--- src/rtl/dds_phase_gen.sv ---
// DDS phase accumulator and sine-ROM address generator.
// The top ADDR_WIDTH bits of the accumulator, plus a phase offset, form the ROM address.
// A new tuning word and offset are held pending and take effect at a phase wrap,
// so the output waveform never jumps mid-cycle.
//
// Handshake: there is no back-pressure. addr_valid qualifies rom_addr in the same
// cycle. data_valid is addr_valid delayed by ROM_LAT cycles, so it lines up with the
// ROM read data.
module dds_phase_gen #(
    parameter int ACC_WIDTH  = 32,
    parameter int ADDR_WIDTH = 11,
    parameter int ROM_LAT    = 1
) (
    input  logic                  clk,
    input  logic                  rst,
    input  logic                  en,
    input  logic [ACC_WIDTH-1:0]  ftw_in,
    input  logic [ADDR_WIDTH-1:0] ofs_in,
    input  logic                  cfg_load,
    input  logic                  sync_clr,
    output logic [ADDR_WIDTH-1:0] rom_addr,
    output logic                  addr_valid,
    output logic                  data_valid,
    output logic                  wrap,
    output logic                  cfg_busy,
    output logic [1:0]            fsm_state
);

    localparam int CW = (ROM_LAT > 1) ? $clog2(ROM_LAT) : 1;
    localparam logic [CW-1:0] DRAIN_LAST = CW'(ROM_LAT - 1);

    typedef enum logic [1:0] {
        S_IDLE  = 2'd0,
        S_RUN   = 2'd1,
        S_DRAIN = 2'd2
    } state_t;

    state_t                  state, state_nxt;
    logic [CW-1:0]           drain_cnt, drain_cnt_nxt;

    logic [ACC_WIDTH-1:0]    acc;
    logic [ACC_WIDTH-1:0]    ftw_act, ftw_pend;
    logic [ADDR_WIDTH-1:0]   ofs_act, ofs_pend;
    logic [ROM_LAT-1:0]      valid_dly;

    logic                    issue;
    logic [ACC_WIDTH:0]      sum;
    logic                    carry;
    logic                    apply;
    logic [ADDR_WIDTH-1:0]   addr_next;

    assign fsm_state  = state;
    assign data_valid = valid_dly[ROM_LAT-1];

    // Datapath decode shared by the register blocks below.
    always_comb begin
        issue     = (state == S_RUN) && en;
        sum       = {1'b0, acc} + {1'b0, ftw_act};
        // sync_clr overrides the increment, so an overflow that never lands is not a wrap
        carry     = issue && sum[ACC_WIDTH] && !sync_clr;
        // In RUN the new config waits for the wrap; elsewhere it goes in at once
        apply     = cfg_busy && ((state == S_RUN) ? carry : 1'b1);
        addr_next = acc[ACC_WIDTH-1 -: ADDR_WIDTH] + ofs_act;
    end

    // Next-state logic: DRAIN lingers ROM_LAT cycles so in-flight data_valid empties.
    always_comb begin
        state_nxt     = state;
        drain_cnt_nxt = drain_cnt;
        case (state)
            S_IDLE: begin
                if (en) state_nxt = S_RUN;
            end
            S_RUN: begin
                if (!en) begin
                    state_nxt     = S_DRAIN;
                    drain_cnt_nxt = '0;
                end
            end
            S_DRAIN: begin
                if (en) begin
                    state_nxt = S_RUN;
                end else if (drain_cnt == DRAIN_LAST) begin
                    state_nxt = S_IDLE;
                end else begin
                    drain_cnt_nxt = drain_cnt + 1'b1;
                end
            end
            default: state_nxt = S_IDLE;
        endcase
    end

    // State register.
    always_ff @(posedge clk or posedge rst) begin
        if (rst) begin
            state     <= S_IDLE;
            drain_cnt <= '0;
        end else begin
            state     <= state_nxt;
            drain_cnt <= drain_cnt_nxt;
        end
    end

    // Accumulator, address issue and wrap pulse.
    always_ff @(posedge clk or posedge rst) begin
        if (rst) begin
            acc        <= '0;
            rom_addr   <= '0;
            addr_valid <= 1'b0;
            wrap       <= 1'b0;
        end else begin
            addr_valid <= issue;
            wrap       <= carry;
            if (issue) rom_addr <= addr_next;
            if (sync_clr)   acc <= '0;
            else if (issue) acc <= sum[ACC_WIDTH-1:0];
        end
    end

    // Pending/active config; a load on the apply edge is kept for the next apply.
    always_ff @(posedge clk or posedge rst) begin
        if (rst) begin
            ftw_act  <= '0;
            ofs_act  <= '0;
            ftw_pend <= '0;
            ofs_pend <= '0;
            cfg_busy <= 1'b0;
        end else begin
            if (apply) begin
                ftw_act <= ftw_pend;
                ofs_act <= ofs_pend;
            end
            if (cfg_load) begin
                ftw_pend <= ftw_in;
                ofs_pend <= ofs_in;
                cfg_busy <= 1'b1;
            end else if (apply) begin
                cfg_busy <= 1'b0;
            end
        end
    end

    // Valid delay line matching the ROM read latency.
    always_ff @(posedge clk or posedge rst) begin
        if (rst) begin
            valid_dly <= '0;
        end else begin
            valid_dly[0] <= addr_valid;
            for (int i = 1; i < ROM_LAT; i++) valid_dly[i] <= valid_dly[i-1];
        end
    end

endmodule
--- config.mk ---
export PLATFORM = sky130hd
export DESIGN_NAME = dds_phase_gen
export DESIGN_NICKNAME = d
export VERILOG_FILES = /design/src/rtl/dds_phase_gen.sv
export SDC_FILE = /design/constraint.sdc
export NUM_CORES = 1
export LEC_CHECK = 0
export ABC_AREA = 1
export BUFFER_PORTS_ARGS = -buffer_cell sky130_fd_sc_hd__buf_2
export CORE_MARGIN = 2
export CORE_UTILIZATION = 61
export DETAILED_ROUTE_END_ITERATION = 10
export MAX_ROUTING_LAYER = met4
export PLACE_DENSITY_LB_ADDON = 0.25
export SYNTH_ARGS = -nofsm -noshare
export SYNTH_HDL_FRONTEND = slang
export SYNTH_SLANG_ARGS = --single-unit
--- constraint.sdc ---
create_clock -name clk -period 5.6 [get_ports clk]
set_input_delay 0.56 -clock clk [delete_from_list [all_inputs] [get_ports clk]]
set_output_delay 0.56 -clock clk [all_outputs]
set_load 0.01 [all_outputs]
# Word level (Yosys, flattened, before mapping)
# Cells that the tools add are included.
[classes]
add_sub_neg = 3
reduce_logical = 11
n_eq_ne = 6
mux = 14
[op_table]
columns = ["op", "count"]
rows = [
  ["$mux 32", 2],
  ["$add 32x32->33", 1],
  ["$add 11x11->11", 1],
  ["$mux 2", 4],
  ["$mux 1", 6],
  ["$ne 2x2->1 const B", 3],
  ["$pmux 2 s3", 1],
  ["$reduce_and 3->1", 2],
  ["$reduce_bool 2->1", 3],
  ["$logic_and 1x1->1", 4],
  ["$ne 3x3->1 const B", 1],
  ["$eq 2x1->1 const B", 1],
  ["$eq 2x2->1 const B", 1],
  ["$logic_not 2->1", 1],
  ["$pmux 1 s2", 1],
  ["$add 1x1->1 const B", 1],
  ["$logic_not 1->1", 1],
]
[word_totals]
input_bits = 48
ff_bits = 136
wordCells = 46
out_inout_bits = 17

# Logic depth before layout (Yosys ltp)
[logic_depth]
word_depth = 8
depth_mapped = 18
mapped_depth_nobuf = 17

# Worst setup path before layout
# No wires, ideal clock.
[synth_path]
kind = "register to register"
startpoint = "register acc[0]"
endpoint = "register ftw_act[13]"
required_ns = 5.484
arrival_time_ns = 1.943
setup_ns = 0.116
path_stages_with_launch = 19
slack_ns = 3.541
n_path_buf = 1
period_less_slack_ns = 2.059
cell_sequence = "dfrtp_1 -> ha_1 -> inv_1 -> fa_1 -> inv_1 -> nand2_1 -> nand2_1 -> nand3_1 -> nand2_2 -> nand2_1 -> nand2_2 -> nand2_2 -> nand2_2 -> nand2_4 -> nand2_8 -> nand2_8 -> buf_12 -> nand2_4 -> nand2_2"
[synth_via]
elab_chain_len = 5
[synth_rtl]
columns = ["element", "line", "rtl"]
rows = [
  ["start, declared", "41", "logic [ACC_WIDTH-1:0] acc;"],
  ["start signal, assigned", "116", "else if (issue) acc <= sum[ACC_WIDTH-1:0];"],
  ["$add 32x32->33", "58", "sum = {1'b0, acc} + {1'b0, ftw_act};"],
  ["$logic_and 1x1->1 (2 in a row)", "60", "carry = issue && sum[ACC_WIDTH] && !sync_clr;"],
  ["$mux 1", "62", "apply = cfg_busy && ((state == S_RUN) ? carry : 1'b1);"],
  ["$logic_and 1x1->1", "62", ""],
  ["end signal, assigned", "130", "ftw_act <= ftw_pend;"],
  ["end, declared", "42", "logic [ACC_WIDTH-1:0] ftw_act, ftw_pend;"],
]
# Every way passes these cells.
# A chain may end at the register's enable or synchronous reset.

# Worst setup path after layout
[layout_path]
startpoint = "register state[1], in the netlist fsm_state[1]"
endpoint = "register ftw_act[1]"
[layout_via]
elab_chain_len = 6
[layout_rtl]
columns = ["element", "line", "rtl"]
rows = [
  ["start, declared", "38", "state_t state, state_nxt;"],
  ["start signal, assigned", "99", "state <= state_nxt;"],
  ["$eq 2x1->1", "57", "issue = (state == S_RUN) && en;"],
  ["$logic_and 1x1->1", "57", ""],
  ["net issue", "46", "logic issue;"],
  ["$logic_and 1x1->1 (2 in a row)", "60", ""],
  ["$mux 1", "62", ""],
  ["$logic_and 1x1->1", "62", ""],
]
# The timed path passes the listed nets, and every way through them passes these cells.

==> key figures <==
Logic synthesis
  • Main synth FF type: dfrtp_1
  • Number of enable flip-flop cells after synthesis: 0
  • Avg Inst Size Synth: 7.44 um^2
  • Yosys warns: 0
  • Seq/Total Area, Yosys: 43.3%
  • Synthesized cell area: 7800 um^2
  • Synthesized flop and latch total: 135
  • Net count after synthesis: 1,140
  • Mapped Cells: 1,048
  • Cell variety after synth: 37
  • Async set-or-reset flop fraction in the synthesized netlist: 100%

Drt
  • M1 WL: 8.73 mm
  • DRC: 0
  • Top Metal Used: met4
  • Via count: 6,861
  • Met2 WL: 8.06 mm
  • Per-cell routed wire length: 14.1 um
  • Met3 wire length: 1.08 mm
  • Detail Route Antenna Nets: 0
  • WL final: 18.2 mm
  • Initial DRC count: 527
  • Vias/cell: 5.32
  • Router iterations before antenna repair: 5

Setup path
  • CP required: 5.91 ns
  • WS Path Type: register to register
  • Startpoint Class: register
  • Worst-path fanout max: 44
  • Worst path arrival time: 3.16 ns
  • CP endpoint kind: register

STA
  • Period Utilization, post-route: 51.0%
  • Actual slew at the worst max-slew pin: 1.18 ns
  • Final hold vios: 0
  • Final setup margin: 2.74 ns
  • Fin Hold WS: 0.315 ns
  • Fmax: 350 MHz
  • Setup tns final: 0 ns
  • Fin. max-slew vios: 0
  • Slew margin rel.: 20.6%
  • RSZ-0062 raised after global routing: no
  • Final setup violation count: 0
  • Minimum clock period after layout: 2.86 ns
  • Layout Skew: 0.00794 ns

Clocking
  • Reg clk slew, reported paths: 0.06 ns
  • Resized Gates After CTS: 0
  • H-tree depth: 4
  • Clock Latency Late Sink: 0.42 ns
  • CTS tree: yes
  • TritonCTS Buffers: 17
  • Setup bufs post-CTS: 0
  • CTS Root Cell: clkbuf_16
  • Hold Buf Count CTS: 0
  • CTS Sinks: 135
  • CTS max path bufs: 2

Final layout
  • Finished Layout Cells: 1,289
  • Syn-to-layout area delta: 13.1%
  • Most frequent cells in the layout: nand2_1, dfrtp_1, inv_1
  • Final #Nets: 1,196
  • Layout cells sized above 1: 12.4%
  • Antenna Cells: 0
  • Most common cell after layout, fill and taps aside: nand2_1

Power
  • Total power: 2980 uW
  • Cell Pwr Density: 338 nW/um^2
  • Worst ir drop on vdd: 0.285 mV
  • Leak: 0.00500 uW

Floorplan
  • Die Y: 117 um
  • Rows: 41
  • Initial Utilization: 62.0%
  • Die Wd: 117 um
  • I/O Pins: 65
  • Core ar.: 12,600 um^2
  • Die footprint: 13,700 um^2

Global routing
  • Largest net degree at the start of global routing: 87
  • First-pass GRT wire length: 29.8 mm
  • GRT Residual Overflow: 0
  • Vias in the first global route: 6,126
  • GR Util All Layers: 29.2%
  • Antenna violations before repair: 0

Placement
  • DP Wirelength: 12.8 mm
  • Input/output buffers: 64
  • Dpl cells: 1,257
  • Place WS: 2.82 ns
  • GPL Wtd Cong: 0.941

Min path
  • Hold Path Class: input pin to register

Run status
  • Status: finished, final reports clean

Run
  • Max-cap violations: 0
## synthesized netlist by cell type, types with 2 or more instances
cell	number	area, um^2
nand2_2	15	93.8
o21bai_1	9	67.6
or2_2	3	18.8
nand2_8	2	40.0
a21oi_2	2	17.5
nor2_4	2	22.5
xnor2_1	3	26.3
nand4_1	3	18.8
nor3_1	5	25.0
dfrtp_1	135	3380
buf_6	3	33.8
buf_4	5	37.5
xor2_1	2	17.5
o21ai_0	35	175
nand3b_1	5	37.5
ha_1	42	526
nor2_1	67	251
nand3_1	77	385
nand2_1	446	1670
fa_1	2	40.0
clkbuf_1	17	63.8
o31ai_1	2	15.0
inv_1	84	315
a32o_1	2	20.0
a21o_1	4	30.0
a21oi_1	50	250
inv_2	5	18.8
nand2_4	11	124
buf_2	2	10.0
## power breakdown
| group | switching, uW | internal (uW) |
|---|---|---|
| Sequential | 105 | 1100 |
| Combinational | 364 | 204 |
| Clock | 465 | 739 |
| Total | 934 | 2040 |
## area by class of cell
class / count / area [um^2]
Timing Repair Buffer: 66 / 335
Clock inverter: 13 / 181
Multi-Input combinational cell: 794 / 3910
Inverter: 90 / 340
Clock buffer: 19 / 453
Tap cell: 172 / 215
Sequential cell: 135 / 3380
Fill cell: 1063 / 3750
## stage by stage
stage	util, %	cell area, um^2
after global placement	65.1	8180
after CTS	70.1	8810
after detailed placement	65.1	8180
after floorplan	-	7800
final	70.1	8810
after global routing	70.1	8810
## routing by layer
layer / GRT usage [%] / up-vias
met3: 4.63 / 21
met1: 42.2 / 3197
met5: - / -
li1: - / 3437
met2: 42.5 / 206
met4: 9.65 / 0
## cells by family after synthesis
| family | share of synthesized area, % |
|---|---|
| AOI/OAI and AO/OA | 7.58 |
| xor gates and xnor gates | 0.562 |
| adders and majority gates | 7.25 |
| buffers and inverters | 6.50 |
| DFF | 43.3 |
| and+or+nand+nor | 34.8 |
## sequential cells by signal, indices dropped and copies added (netlist names)
| register | count |
|---|---|
| fsm_state | 2 |
| acc | 32 |
| cfg_busy | 1 |
| rom_addr | 11 |
| ftw_act | 32 |
| ftw_pend | 32 |
| ofs_act | 11 |
| ofs_pend | 11 |
| addr_valid | 1 |
| data_valid | 1 |
| wrap | 1 |
## critical path: stages (launching register included)
cell and delay, ns:
dfrtp_1 0.43, nor2_4 0.24, inv_2 0.08, nor2_4 0.25
nand2_1 0.34, inv_2 0.48, nand2_4 0.13, nand2_8 0.25
nand2_8 0.28, nand2_1 0.15, nand2_1 0.07
## final timing paths
path	from	end	slack [ns]	cells past startpoint
worst min-delay path	en	fsm_state[1]	0.31	2
min in group asynchronous	rst	ftw_pend[14]	0.37	2
worst max-delay path	fsm_state[1]	ftw_act[1]	2.74	10
worst max register to register	fsm_state[1]	ftw_act[1]	2.74	10
max in group asynchronous	rst	rom_addr[1]	3.99	3
worst min register to register	addr_valid	data_valid	0.38	0
Power figures use the tool's default switching activity.
